==> config.mk <==
export PLATFORM = sky130hd
export DESIGN_NAME = butterfly_inject_scheduler
export DESIGN_NICKNAME = d
export VERILOG_FILES = /design/src/rtl/butterfly_inject_scheduler_pkg.sv /design/src/rtl/butterfly_inject_scheduler_inject_channel_fsm.sv /design/src/rtl/butterfly_inject_scheduler.sv
export SDC_FILE = /design/constraint.sdc
export NUM_CORES = 1
export LEC_CHECK = 0
export BUFFER_PORTS_ARGS = -buffer_cell sky130_fd_sc_hd__buf_2
export CORE_AREA = 2 2 433 435
export DETAILED_ROUTE_END_ITERATION = 10
export DIE_AREA = 0 0 435 437
export GPL_TIMING_DRIVEN = 1
export PLACE_DENSITY = 0.3
export SLEW_MARGIN = 20
export SYNTH_ARGS = -nofsm -noshare
export SYNTH_HDL_FRONTEND = slang
export SYNTH_SLANG_ARGS = --single-unit
==> constraint.sdc <==
create_clock -name clk -period 2.4 [get_ports clk]
set_input_delay 0.24 -clock clk [delete_from_list [all_inputs] [get_ports clk]]
set_output_delay 0.24 -clock clk [all_outputs]
set_load 0.02 [all_outputs]
==> src/rtl/butterfly_inject_scheduler_pkg.sv <==
// Shared state encodings, sizing helpers and network geometry defaults for butterfly_inject_scheduler.
// Geometry defaults follow the network's BFLY_* macros when they are already defined.
`ifndef BFLY_NUM_CORES
`define BFLY_NUM_CORES 8
`endif
`ifndef BFLY_PACKET_W
`define BFLY_PACKET_W 32
`endif
`ifndef BFLY_BACK_PACKET_W
`define BFLY_BACK_PACKET_W 32
`endif

package butterfly_inject_scheduler_pkg;

   localparam int DEF_N             = `BFLY_NUM_CORES;
   localparam int DEF_PACKET_W      = `BFLY_PACKET_W;
   localparam int DEF_BACK_PACKET_W = `BFLY_BACK_PACKET_W;

   typedef enum logic [1:0] {
      ST_IDLE    = 2'd0,
      ST_ISSUE   = 2'd1,
      ST_WAIT    = 2'd2,
      ST_BACKOFF = 2'd3
   } ch_state_t;

   // Wide enough for the largest load (base << max_retry) + (n - 1) with headroom.
   function automatic int backoff_width(input int base, input int max_retry, input int n);
      return $clog2((base << max_retry) + n) + 1;
   endfunction

   function automatic int cnt_width(input int max_val);
      return (max_val < 2) ? 1 : $clog2(max_val + 1);
   endfunction

endpackage

==> src/rtl/butterfly_inject_scheduler_inject_channel_fsm.sv <==
// One core's injection channel: 1-cycle accept-to-issue, response registered 1 cycle after the network answers.
// Holds req_ready low while a packet is in flight; retries collisions with a core-staggered backoff.
module inject_channel_fsm
   import butterfly_inject_scheduler_pkg::*;
#(
   parameter int IDX           = 0,
   parameter int N             = DEF_N,
   parameter int PACKET_W      = DEF_PACKET_W,
   parameter int BACK_PACKET_W = DEF_BACK_PACKET_W,
   parameter int MAX_RETRY     = 3,
   parameter int BACKOFF_BASE  = 2,
   parameter int TIMEOUT       = 16
) (
   input  logic                     clk,
   input  logic                     rst,
`ifdef SCHED_STATS_EN
   output logic                     enter_backoff,
`endif
   input  logic                     req_valid,
   input  logic [PACKET_W-1:0]      req_data,
   output logic                     req_ready,
   output logic [PACKET_W-1:0]      net_data,
   output logic                     net_valid,
   input  logic [BACK_PACKET_W-1:0] back_data,
   input  logic                     back_valid,
   input  logic                     dropped,
   output logic                     rsp_valid,
   output logic [BACK_PACKET_W-1:0] rsp_data,
   output logic                     fail
);

   localparam int BO_W = backoff_width(BACKOFF_BASE, MAX_RETRY, N);
   localparam int RT_W = cnt_width(MAX_RETRY);
   localparam int TM_W = cnt_width(TIMEOUT);

   ch_state_t           state, state_nxt;
   logic [PACKET_W-1:0] pkt;
   logic [RT_W-1:0]     retry_cnt;
   logic [RT_W-1:0]     retry_nxt;
   logic [TM_W-1:0]     timer;
   logic [BO_W-1:0]     backoff;
   logic [BO_W-1:0]     bo_load;
   logic                accept, got_rsp, collide, give_up, retry, bo_done;

   assign accept    = (state == ST_IDLE) && req_valid;
   assign got_rsp   = (state == ST_WAIT) && back_valid;
   // A silent network is treated exactly like an explicit drop.
   assign collide   = (state == ST_WAIT) && !back_valid &&
                      (dropped || (timer == TM_W'(TIMEOUT - 1)));
   assign give_up   = collide && (retry_cnt == RT_W'(MAX_RETRY));
   assign retry     = collide && !give_up;
   assign retry_nxt = retry_cnt + RT_W'(1);
   assign bo_load   = (BO_W'(BACKOFF_BASE) << retry_nxt) + BO_W'(IDX);
   // Leaving when the count steps down to 1 makes the drop-to-reissue gap equal the loaded value.
   assign bo_done   = (state == ST_BACKOFF) && (backoff <= BO_W'(2));

   always_ff @(posedge clk) begin
      if (rst) state <= ST_IDLE;
      else     state <= state_nxt;
   end

   always_comb begin
      state_nxt = state;
      case (state)
         ST_IDLE:    if (accept) state_nxt = ST_ISSUE;
         ST_ISSUE:   state_nxt = ST_WAIT;
         ST_WAIT:    if (got_rsp || give_up) state_nxt = ST_IDLE;
                     else if (retry)         state_nxt = ST_BACKOFF;
         ST_BACKOFF: if (bo_done) state_nxt = ST_ISSUE;
         default:    state_nxt = ST_IDLE;
      endcase
   end

   always_comb begin
      req_ready = (state == ST_IDLE);
      net_valid = (state == ST_ISSUE);
`ifdef SCHED_STATS_EN
      enter_backoff = retry;
`endif
   end

   assign net_data = pkt;

   always_ff @(posedge clk) begin
      if (rst) begin
         pkt       <= '0;
         retry_cnt <= '0;
         timer     <= '0;
         backoff   <= '0;
         rsp_valid <= 1'b0;
         rsp_data  <= '0;
         fail      <= 1'b0;
      end else begin
         if (accept) begin
            pkt       <= req_data;
            retry_cnt <= '0;
         end else if (retry) begin
            retry_cnt <= retry_nxt;
         end
         if (state == ST_ISSUE)     timer <= '0;
         else if (state == ST_WAIT) timer <= timer + TM_W'(1);
         if (retry)                    backoff <= bo_load;
         else if (state == ST_BACKOFF) backoff <= backoff - BO_W'(1);
         rsp_valid <= got_rsp;
         if (got_rsp) rsp_data <= back_data;
         fail <= give_up;
      end
   end

endmodule

==> src/rtl/butterfly_inject_scheduler.sv <==
// Per-core injection scheduler in front of the butterfly network; slices flat buses into per-core channels.
// Optional SCHED_STATS_EN adds a saturating retry counter; otherwise total_retries is constant zero.
module butterfly_inject_scheduler
   import butterfly_inject_scheduler_pkg::*;
#(
   parameter int N             = DEF_N,
   parameter int PACKET_W      = DEF_PACKET_W,
   parameter int BACK_PACKET_W = DEF_BACK_PACKET_W,
   parameter int MAX_RETRY     = 3,
   parameter int BACKOFF_BASE  = 2,
   parameter int TIMEOUT       = 16,
   parameter int CNT_W         = 16
) (
   input  logic                       clk,
   input  logic                       rst,
   input  logic [N-1:0]               req_valid,
   input  logic [N*PACKET_W-1:0]      req_data,
   output logic [N-1:0]               req_ready,
   output logic [N*PACKET_W-1:0]      net_in_flat,
   output logic [N-1:0]               net_valid_in,
   input  logic [N*BACK_PACKET_W-1:0] net_out_flat,
   input  logic [N-1:0]               net_valid_back_out,
   input  logic [N-1:0]               net_dropped,
   output logic [N-1:0]               rsp_valid,
   output logic [N*BACK_PACKET_W-1:0] rsp_data,
   output logic [N-1:0]               fail,
   output logic [CNT_W-1:0]           total_retries
);

`ifdef SCHED_STATS_EN
   logic [N-1:0] enter_bo;
`endif

   for (genvar i = 0; i < N; i++) begin : g_ch
      inject_channel_fsm #(
         .IDX           (i),
         .N             (N),
         .PACKET_W      (PACKET_W),
         .BACK_PACKET_W (BACK_PACKET_W),
         .MAX_RETRY     (MAX_RETRY),
         .BACKOFF_BASE  (BACKOFF_BASE),
         .TIMEOUT       (TIMEOUT)
      ) u_ch (
         .clk           (clk),
         .rst           (rst),
`ifdef SCHED_STATS_EN
         .enter_backoff (enter_bo[i]),
`endif
         .req_valid     (req_valid[i]),
         .req_data      (req_data[i*PACKET_W +: PACKET_W]),
         .req_ready     (req_ready[i]),
         .net_data      (net_in_flat[i*PACKET_W +: PACKET_W]),
         .net_valid     (net_valid_in[i]),
         .back_data     (net_out_flat[i*BACK_PACKET_W +: BACK_PACKET_W]),
         .back_valid    (net_valid_back_out[i]),
         .dropped       (net_dropped[i]),
         .rsp_valid     (rsp_valid[i]),
         .rsp_data      (rsp_data[i*BACK_PACKET_W +: BACK_PACKET_W]),
         .fail          (fail[i])
      );
   end

`ifdef SCHED_STATS_EN
   logic [CNT_W:0] pop, sum;

   always_comb begin
      pop = '0;
      for (int k = 0; k < N; k++) pop = pop + (CNT_W+1)'(enter_bo[k]);
      sum = {1'b0, total_retries} + pop;
   end

   always_ff @(posedge clk) begin
      if (rst)           total_retries <= '0;
      else if (sum[CNT_W]) total_retries <= '1;
      else               total_retries <= sum[CNT_W-1:0];
   end
`else
   assign total_retries = '0;
`endif

endmodule

# Yosys cells after proc, flatten, opt, wreduce, memory -nomap -nowiden
# Index checks and enable logic that the tools add are counted.
[totals]
regBits = 648
inputBits = 538
out_inout_bits = 560
word_cells = 359
[op_classes]
add_sub_neg = 31
magnitude_cmp = 8
eq_ne = 64
n_shift = 8
mux = 56
reduce_logical = 128
[op_table]
columns = ["operator", "n"]
rows = [
  ["$mux 6", 16],
  ["$mux 2", 32],
  ["$pmux 2 s4", 8],
  ["$logic_and 1x1->1", 56],
  ["$eq 2x2->1 const B", 24],
  ["$le 6x2->1 const B", 8],
  ["$shl 2x2->6 const A", 8],
  ["$sub 6x1->6 const B", 8],
  ["$add 5x1->5 const B", 8],
  ["$eq 5x4->1 const B", 8],
  ["$reduce_or 2->1", 16],
  ["$add 6x4->6 const B", 4],
  ["$ne 3x2->1 const B", 8],
  ["$reduce_and 3->1", 8],
  ["$add 2x1->2 const B", 8],
  ["$eq 2x1->1 const B", 8],
  ["$logic_not 1->1", 16],
  ["$logic_not 2->1", 8],
  ["$logic_or 1x1->1", 16],
  ["$ne 2x1->1 const B", 8],
  ["$ne 2x2->1 const B", 8],
  ["$reduce_bool 2->1", 8],
  ["$add 6x3->6 const B", 2],
  ["$add 6x2->6 const B", 1],
]

# Longest topological paths before layout
# Gate-level depths: netlist of run 1.
[logic_depth]
word_depth = 9
mapped_depth = 8
ltp_nobuf = 7

# Modules after synthesis
# A second synthesis of run 1 with hierarchy kept.
[hier_totals]
hier_cells = 3089
hier_area_um2 = 25478.2
[modules_own_cells]
columns = ["mod", "n_inst", "cells_per_inst", "area_each_um2", "seq_area_each_um2"]
rows = [
  ["inject_channel_fsm at g_ch[2].u_ch", 1, 388, 3223.1, 1621.6],
  ["inject_channel_fsm at g_ch[3].u_ch", 1, 388, 3221.8, 1621.6],
  ["inject_channel_fsm at g_ch[5].u_ch", 1, 385, 3170.5, 1621.6],
  ["inject_channel_fsm at g_ch[7].u_ch", 1, 381, 3170.5, 1621.6],
  ["inject_channel_fsm at g_ch[6].u_ch", 1, 382, 3168.0, 1621.6],
  ["inject_channel_fsm at g_ch[0].u_ch", 1, 383, 3134.3, 1621.6],
  ["inject_channel_fsm at g_ch[1].u_ch", 1, 383, 3133.0, 1621.6],
  ["inject_channel_fsm at g_ch[4].u_ch", 1, 382, 3133.0, 1621.6],
  ["butterfly_inject_scheduler", 1, 17, 123.9, 0.0],
]

# Worst setup path after synthesis of run 1
# OpenSTA, ideal clock, no wires.
[synth_timing]
path_type = "flip-flop to flip-flop"
from = "reg g_ch[6].u_ch.timer[0]"
to = "reg g_ch[6].u_ch.backoff[1]"
setup_ns = 0.065
arrival_ns = 1.753
required_ns = 2.335
slack_ns = 0.582
stages_incl_launch_ff = 9
path_buffers = 1
period_less_slack_ns = 1.818
path_cell_list = "dfxtp_1 -> ha_1 -> and3_1 -> ha_1 -> nor2_1 -> or3_1 -> buf_2 -> mux2_1 -> nor2_1"
[synth_between]
elab_chain_len = 7
elab_cells_between_ends = 8
classes_between = "1 x eq/ne; 1 x mux; 6 x reduce/logical"
[synth_lines]
columns = ["element", "line", "text"]
rows = [
  ["start, declared", "butterfly_inject_scheduler_inject_channel_fsm.sv:40", "logic [TM_W-1:0] timer;"],
  ["start signal, assigned", "butterfly_inject_scheduler_inject_channel_fsm.sv:101", "else if (state == ST_WAIT) timer <= timer + TM_W'(1);"],
  ["$eq 5x4->1 *", "butterfly_inject_scheduler_inject_channel_fsm.sv:49", "(dropped || (timer == TM_W'(TIMEOUT - 1)));"],
  ["$logic_or 1x1->1 *", "butterfly_inject_scheduler_inject_channel_fsm.sv:49", ""],
  ["$logic_and 1x1->1 *", "butterfly_inject_scheduler_inject_channel_fsm.sv:48", "assign collide = (state == ST_WAIT) && !back_valid &&"],
  ["$logic_and 1x1->1", "butterfly_inject_scheduler_inject_channel_fsm.sv:50", "assign give_up = collide && (retry_cnt == RT_W'(MAX_RETRY));"],
  ["$logic_not 1->1", "butterfly_inject_scheduler_inject_channel_fsm.sv:51", "assign retry = collide && !give_up;"],
  ["$logic_and 1x1->1 *", "butterfly_inject_scheduler_inject_channel_fsm.sv:51", ""],
  ["$mux 6 or $reduce_bool 2->1 (tied branches)", "-", ""],
  ["end signal, assigned", "butterfly_inject_scheduler_inject_channel_fsm.sv:102", "if (retry) backoff <= bo_load;"],
  ["end signal, assigned", "butterfly_inject_scheduler_inject_channel_fsm.sv:103", "else if (state == ST_BACKOFF) backoff <= backoff - BO_W'(1);"],
  ["end, declared", "butterfly_inject_scheduler_inject_channel_fsm.sv:41", "logic [BO_W-1:0] backoff;"],
]
# Every way passes the cells marked *; elsewhere a longest branch is shown, timed or not.
# A chain may end at the register's enable or synchronous reset.

# Worst setup path in the final report of run 1
[layout_timing]
from = "reg g_ch[2].u_ch.state[0]"
to = "reg g_ch[2].u_ch.rsp_data[30]"
[layout_between]
elab_chain_len = 2
[layout_lines]
columns = ["element", "line", "text"]
rows = [
  ["start, declared", "butterfly_inject_scheduler_inject_channel_fsm.sv:36", "ch_state_t state, state_nxt;"],
  ["start signal, assigned", "butterfly_inject_scheduler_inject_channel_fsm.sv:59", "else state <= state_nxt;"],
  ["$eq 2x2->1", "butterfly_inject_scheduler_inject_channel_fsm.sv:46", "assign got_rsp = (state == ST_WAIT) && back_valid;"],
  ["$logic_and 1x1->1", "butterfly_inject_scheduler_inject_channel_fsm.sv:46", ""],
  ["end signal, assigned", "butterfly_inject_scheduler_inject_channel_fsm.sv:105", "if (got_rsp) rsp_data <= back_data;"],
  ["end, declared", "butterfly_inject_scheduler_inject_channel_fsm.sv:28", "output logic [BACK_PACKET_W-1:0] rsp_data,"],
]
# No other way between the ends.

==> impl_metrics.csv, run 1 <==
group,metric,value,unit
sta,worst_pin_slew,0.726,ns
grt,grt_pass1_wl,175000,um
sta,fmax,455,MHz
sta,clock_skew,0.0256,ns
logic_synthesis,netlist_area,0.0254,mm^2
sta,finalCritPeriodShare,0.916,
place,dp_hpwl,88100,um
setup_path,critPathCaptureType,"flip-flop",
logic_synthesis,synth_edf_count,0,
cts,clock_sinks,648,
logic_synthesis,synth_top_area_frac,0.510,
setup_path,startpoint_type,"flip-flop",
cts,clockRootBuffer,"clkbuf_16",
status,status,"completed",
logic_synthesis,synth_fa_ha_area_frac,0.0522,
floorplanning,rows,158,
place,port_buffers,1081,
power_and_ir_drop,clock_power_share,0.436,
setup_path,path_depth,7,
grt,grt_pass1_vias,26300,
detailed_routing,routed_wl,120000,um
setup_path,cp_num_buf_inv,3,
cells_and_area,syn2layout_area_growth,64.8,%
detailed_routing,drt_iter0_drc,1073,
power_and_ir_drop,p_int,21.8,mW
sta,finalSetupViolCount,0,
grt,overflow,0,
power_and_ir_drop,powerDensity,741,mW/mm^2
cells_and_area,drive_gt1_frac,0.276,
sta,min_period,2.20,ns
logic_synthesis,postSynthCellCount,3104,
logic_synthesis,yosysUniqueCellTypes,54,
grt,grt_start_max_net_pins,68,
floorplanning,core,0.185,mm^2
detailed_routing,drcViolationCount,0,
logic_synthesis,synthArstFlopShare,0,
logic_synthesis,synthMuxAreaShare,0.0121,
logic_synthesis,ys_warn_count,0,
detailed_routing,dr.pass1.iters,6,
setup_path,critPathArrivalTime,2.84,ns
logic_synthesis,synth_area_leaders,"dfxtp_1 51%, nand2_1 16%, a21oi_1 10%",
grt,grt_usage,0.121,
cts,cts_buffer_depth,3,
sta,hold_viol,0,
setup_path,reg2reg_depth,7,
cells_and_area,fillers,20800,
power_and_ir_drop,combPwrFrac,0.184,
power_and_ir_drop,p_sw,9.25,mW
sta,rsz0062_at_grt,"no",
cts,cts_tree,"built",
power_and_ir_drop,ir_worst_vdd,0.457,mV
grt,antenna_found_initial,5,
logic_synthesis,avgSynthCellArea,8.19,um^2
cts,clk_latency,0.71,ns
logic_synthesis,synthXorXnorAreaFrac,0.0255,
cts,path_clk_slew,0.06,ns
setup_path,crit_path_max_incr_delay,0.56,ns
logic_synthesis,synth_compound_area_frac,0.131,
place,place_congestion,0.859,
detailed_routing,final_antenna_net_count,0,
setup_path,critPathTopFamily,"buffers and inverters",
detailed_routing,vias,26300,
min_path,whs_path_depth,4,
sta,setup_tns,0,ns
floorplanning,die-width,435,um
cells_and_area,final_util,0.226,
logic_synthesis,ys_ff_latch,648,
cts,numCtsBuffers,90,
detailed_routing,avgViaCountPerCell,3.66,
power_and_ir_drop,seqPwrFrac,0.380,
floorplanning,num_io_pins,1098,
logic_synthesis,synth_top_area_cell,"dfxtp_1",
setup_path,cp_max_fo,32,
power_and_ir_drop,p_leak,17.8,nW
setup_path,slowest_stage,"dlygate4sd3_1",
sta,slew_viol_final,0,
detailed_routing,wire_per_inst,16.7,um
logic_synthesis,synthFlopType,"dfxtp_1",
floorplanning,die_h,437,um
logic_synthesis,synth-seq-area-share,0.510,
power_and_ir_drop,switching_share,0.298,
setup_path,criticalPathCategory,"reg -> reg",
setup_path,crit_path_cell_trace,"inv_1 > ha_1 > and2_1 > buf_12 > nand2_1 > a21oi_1 > dlygate4sd3_1",
cells_and_area,layout.nets,5289,
logic_synthesis,synth_top_family_by_area,"simple AND/OR/NAND/NOR gates",
setup_path,cp_data_required_time,3.05,ns
sta,slew_headroom,0.516,
run,timing.max_cap.violations,0,
cts,htree_levels,3,
logic_synthesis,yosys.area_share.simple,0.214,
floorplanning,die-area,0.190,mm^2
min_path,min_path_type,"in -> reg",
floorplanning,initial_core_util,0.137,
synthesized netlist by cell type, types with 12 or more instances:
master / count
xor2_1: 29
nand2_1: 1075
and2_1: 16
inv_1: 61
nor2_1: 78
ha_1: 106
xnor2_1: 45
a211oi_1: 27
a2111oi_0: 13
dfxtp_1: 648
buf_2: 25
nor2b_1: 12
buf_1: 42
a21oi_1: 524
buf_4: 49
mux2i_1: 25
clkbuf_1: 133
nor4b_1: 13
nor3_1: 61
area by class of cell:
cell class	instances	area, um^2	area share
repair buffers	1683	11500	0.275
clock buffers	133	2640	0.0629
inverters	61	229	0.00547
multi-input cells	2161	11100	0.266
diodes	3	7.51	0.000179
flip-flops and latches	648	13000	0.310
clock inverters	22	287	0.00684
well taps	2480	3100	0.0741
cells in the final DEF, fill, tap and decap left out, drive strengths merged, types with 7 or more instances in the layout:
cell type	n
a21oi	524
a2111oi	14
nand2b	10
o21a	7
buf	1139
o21ai	12
nand4	9
nor4b	18
ha	106
inv	62
or3	11
conb	16
mux2i	25
clkinv	12
nor2	78
xor2	29
nand2	1075
and3	8
dlygate4sd3	544
nor2b	12
and2	17
nor3	70
clkbuf	133
xnor2	45
dfxtp	648
a211oi	30
final timing paths:
| path | start | slack (ns) | endpoint |
|---|---|---|---|
| worst min register to register | g_ch[6].u_ch.rsp_data[3] | 0.45 | g_ch[6].u_ch.rsp_data[3] |
| worst max-delay path | g_ch[2].u_ch.state[0] | 0.20 | g_ch[2].u_ch.rsp_data[30] |
| worst max register to register | g_ch[2].u_ch.state[0] | 0.20 | g_ch[2].u_ch.rsp_data[30] |
| worst min-delay path | req_valid[3] | 0.09 | g_ch[3].u_ch.state[1] |
registers in the layout, summed over array words and instances (netlist names):
name and count:
g_ch.u_ch.net_data 256, g_ch.u_ch.state 16, g_ch.u_ch.retry_cnt 16, g_ch.u_ch.rsp_valid 8
g_ch.u_ch.timer 40, g_ch.u_ch.rsp_data 256, g_ch.u_ch.backoff 48, g_ch.u_ch.fail 8
worst reg2reg max path: cells and delay by family, from the launching register on:
family,cells,cell delay [ns]
buffers and inverters,3,0.88
adder cells (fa/ha/maj),1,0.43
AND/OR/NAND/NOR,2,0.38
flip-flops,1,0.33
AO/OA/AOI/OAI,1,0.13
power groups by stage:
| stage | clock network [mW] | registers [mW] | logic, mW |
|---|---|---|---|
| final | 13.5 | 11.8 | 5.72 |
| after CTS | 14.2 | 11.8 | 5.86 |
| after floorplan | 0 | 12.7 | 2.23 |
| after detailed placement | 0 | 12.0 | 5.09 |
| after global placement | 0 | 12.0 | 5.11 |
| after global routing | 14.6 | 11.9 | 6.25 |
logic make-up (layout without fill, tap and decap cells):
family | Yosys count | in the layout
xor gates and xnor gates | 74 | 74
other | 1 | 19
and+or+nand+nor | 1319 | 1319
buffers and inverters | 310 | 1899
AOI/OAI and AO/OA | 616 | 616
muxes | 30 | 30
adders and majority gates | 106 | 106
DFF | 648 | 648
metrics by stage:
stage                     hold slack [ns]  cells  setup WS [ns]  cell area (um^2)  power (mW)
final                              0.0905   7191          0.202             41900        31.0
after global routing               0.0445   7190         0.0544             41900        32.7
after CTS                         0.00251   7188         0.0475             41900        31.9
after detailed placement            0.443   6489          0.381             33500        17.1
after global placement              0.438   6489          0.321             33500        17.1
after floorplan                     0.376   3119          0.582             25500        14.9
per-layer routing:
metal	vias to the layer above	wire length, um	global-route usage
li1	13200	-	-
met1	12200	51300	0.145
met2	752	58600	0.208
met3	165	7250	0.0346
met4	0	3100	0.0362
met5	-	0	0
timing repair:
item	CTS	global route
hold buffers	544	0
setup buffers	0	0
hold endpoints to repair	541	0
setup endpoints to repair	0	1
resized for setup	0	1
No activity file was read; power rests on OpenSTA's default activity.
==> run 2: changes to the inputs <==
--- a/config.mk
+++ b/config.mk
@@ -7,6 +7,7 @@
 export LEC_CHECK = 0
 export BUFFER_PORTS_ARGS = -buffer_cell sky130_fd_sc_hd__buf_2
 export CORE_AREA = 2 2 433 435
+export CTS_CLUSTER_SIZE = 14
 export DETAILED_ROUTE_END_ITERATION = 10
 export DIE_AREA = 0 0 435 437
 export GPL_TIMING_DRIVEN = 1
==> constraint.sdc (replaced) <==
create_clock -name clk -period 2.4 [get_ports clk]
set_input_delay 0.24 -clock clk [delete_from_list [all_inputs] [get_ports clk]]
set_output_delay 0.24 -clock clk [all_outputs]
set_load 0.01 [all_outputs]
==> run 2 against run 1 <==
  * Setup slack worse by 0.016 ns
  * First-iteration DRC count down 0.28%
  * Non-clock buffer count rose by 1
  * Sequential power barely moved
  * Utilization fell by 0.057 points
  * Largest cell class unchanged
  * Hold slack improved by 0.016 ns
  * Highest routed layer unchanged
  * Count of clock-buffer cells in the layout up 5
  * Combinational power down 8.4%
  * Die area unchanged
  * Wire length about the same
  * Cell area decreased by 0.25%
==> impl_metrics.csv, run 2 (synthesized netlist as in run 1, its figures left out) <==
group,metric,value,unit
status,status,"completed",
place,place_congestion,0.859,
power_and_ir_drop,combPwrFrac,0.174,
detailed_routing,dr_wl_met2,58800,um
sta,hold_viol,0,
floorplanning,initial_core_util,0.137,
place,place_area,0.0335,mm^2
setup_path,criticalPathCategory,"reg -> reg",
cts,path_clk_slew,0.06,ns
place,port_buffers,1081,
cts,clock_sinks,648,
sta,slew_viol_final,0,
power_and_ir_drop,powerDensity,721,mW/mm^2
cts,clockRootBuffer,"clkbuf_16",
cts,numCtsBuffers,90,
floorplanning,num_io_pins,1098,
run,timing.max_cap.violations,0,
grt,grt_pass1_wl,175000,um
detailed_routing,drt_iter0_drc,1070,
detailed_routing,routed_wl,120000,um
power_and_ir_drop,seqPwrFrac,0.392,
cts,post_cts_buffers,0,
detailed_routing,wire_per_inst,16.7,um
detailed_routing,dr_wl_met3,7060,um
sta,setup_tns,0,ns
sta,slew_headroom,0.516,
min_path,min_path_type,"in -> reg",
cells_and_area,syn2layout_area_growth,64.4,%
cts,cts_buffer_depth,3,
sta,clock_skew,0.0240,ns
detailed_routing,final_antenna_net_count,0,
detailed_routing,dr.pass1.iters,6,
detailed_routing,top_layer,"met4",
cells_and_area,final_util,0.226,
floorplanning,die-area,0.190,mm^2
detailed_routing,avgViaCountPerCell,3.65,
floorplanning,die_h,437,um
detailed_routing,drcViolationCount,0,
power_and_ir_drop,p_int,21.4,mW
cells_and_area,layout.nets,5290,
sta,worst_pin_slew,0.727,ns
power_and_ir_drop,p_leak,17.8,nW
sta,fmax,452,MHz
grt,overflow,0,
grt,grt_usage,0.121,
detailed_routing,vias,26200,
floorplanning,die-width,435,um
cells_and_area,multi_input_area,0.0111,mm^2
cells_and_area,final_common_cell,"buf_2",
place,dp_hpwl,88100,um
setup_path,critPathCaptureType,"flip-flop",
power_and_ir_drop,clock_power_share,0.435,
cts,htree_levels,3,
cells_and_area,seq_area,0.0130,mm^2
cells_and_area,layout_common_cells,"1080 x buf_2, 1074 x nand2_1, 648 x dfxtp_1",
grt,grt_start_max_net_pins,68,
sta,min_period,2.21,ns
setup_path,critPathArrivalTime,2.86,ns
power_and_ir_drop,switching_share,0.289,
grt,antenna_found_initial,5,
cells_and_area,fillers,20800,
floorplanning,rows,158,
power_and_ir_drop,p_sw,8.72,mW
cts,clk_latency,0.71,ns
cells_and_area,drive_gt1_frac,0.274,
power_and_ir_drop,finalPower,30.1,mW
detailed_routing,wl_met1,51500,um
sta,finalSetupViolCount,0,
cells_and_area,final_area,0.0418,mm^2
setup_path,cp_data_required_time,3.05,ns
cts,cts_tree,"built",
grt,grt_pass1_vias,26300,
sta,rsz0062_at_grt,"no",
sta,finalCritPeriodShare,0.922,
setup_path,startpoint_type,"flip-flop",
floorplanning,core,0.185,mm^2
setup_path,cp_max_fo,32,
power_and_ir_drop,ir_worst_vdd,0.455,mV
==> run 2: metrics by stage <==
stage | std cells | worst slack (ns) | hold slack (ns)
finish | 7189 | 0.186 | 0.106
global route | 7189 | 0.0544 | 0.0674
CTS | 7187 | 0.0475 | 0.0242
detailed placement | 6489 | 0.381 | 0.443
global placement | 6489 | 0.321 | 0.438
floorplan | 3119 | 0.582 | 0.376
==> run 2: final timing paths <==
kind | start | end | slack [ns] | cells after the start
min | req_valid[6] | g_ch[6].u_ch.net_data[26] | 0.11 | 4
max | g_ch[2].u_ch.state[0] | g_ch[2].u_ch.rsp_data[30] | 0.19 | 7
min reg2reg | g_ch[6].u_ch.rsp_data[3] | g_ch[6].u_ch.rsp_data[3] | 0.45 | 2
max reg2reg | g_ch[2].u_ch.state[0] | g_ch[2].u_ch.rsp_data[30] | 0.19 | 7
==> run 2: worst max-delay path: stages, from the launching register on <==
cell and delay (ns):
dfxtp_1 0.33, inv_1 0.10, ha_1 0.43, and2_1 0.24
buf_12 0.22, nand2_1 0.14, a21oi_1 0.13, dlygate4sd3_1 0.56
==> run 2: cell type report <==
type,count,area share
clock buffer,138,0.0630
antenna,2,0.000120
tap,2480,0.0743
multi-input combinational,2161,0.267
sequential,648,0.310
clock inverter,15,0.00425
inverter,61,0.00548
timing repair buffer,1684,0.276
==> run 2: repair_timing <==
action                                  4_1_cts  5_1_grt
gates resized for setup                       0        1
hold buffers                                545        0
hold endpoints to repair                    540        0
endpoints found under the setup margin        0        1
==> run 2: power groups by stage <==
stage | clock network [mW] | logic [mW] | registers, mW
floorplan | 0 | 2.15 | 12.3
global placement | 0 | 4.62 | 12.0
detailed placement | 0 | 4.60 | 12.0
CTS | 13.8 | 5.38 | 11.8
global route | 14.2 | 5.77 | 11.9
finish | 13.1 | 5.24 | 11.8
==> run 2: layer usage <==
metal,vias to the layer above,track usage
li1,13200,-
met1,12200,0.145
met2,741,0.208
met3,161,0.0346
met4,0,0.0354
met5,-,0
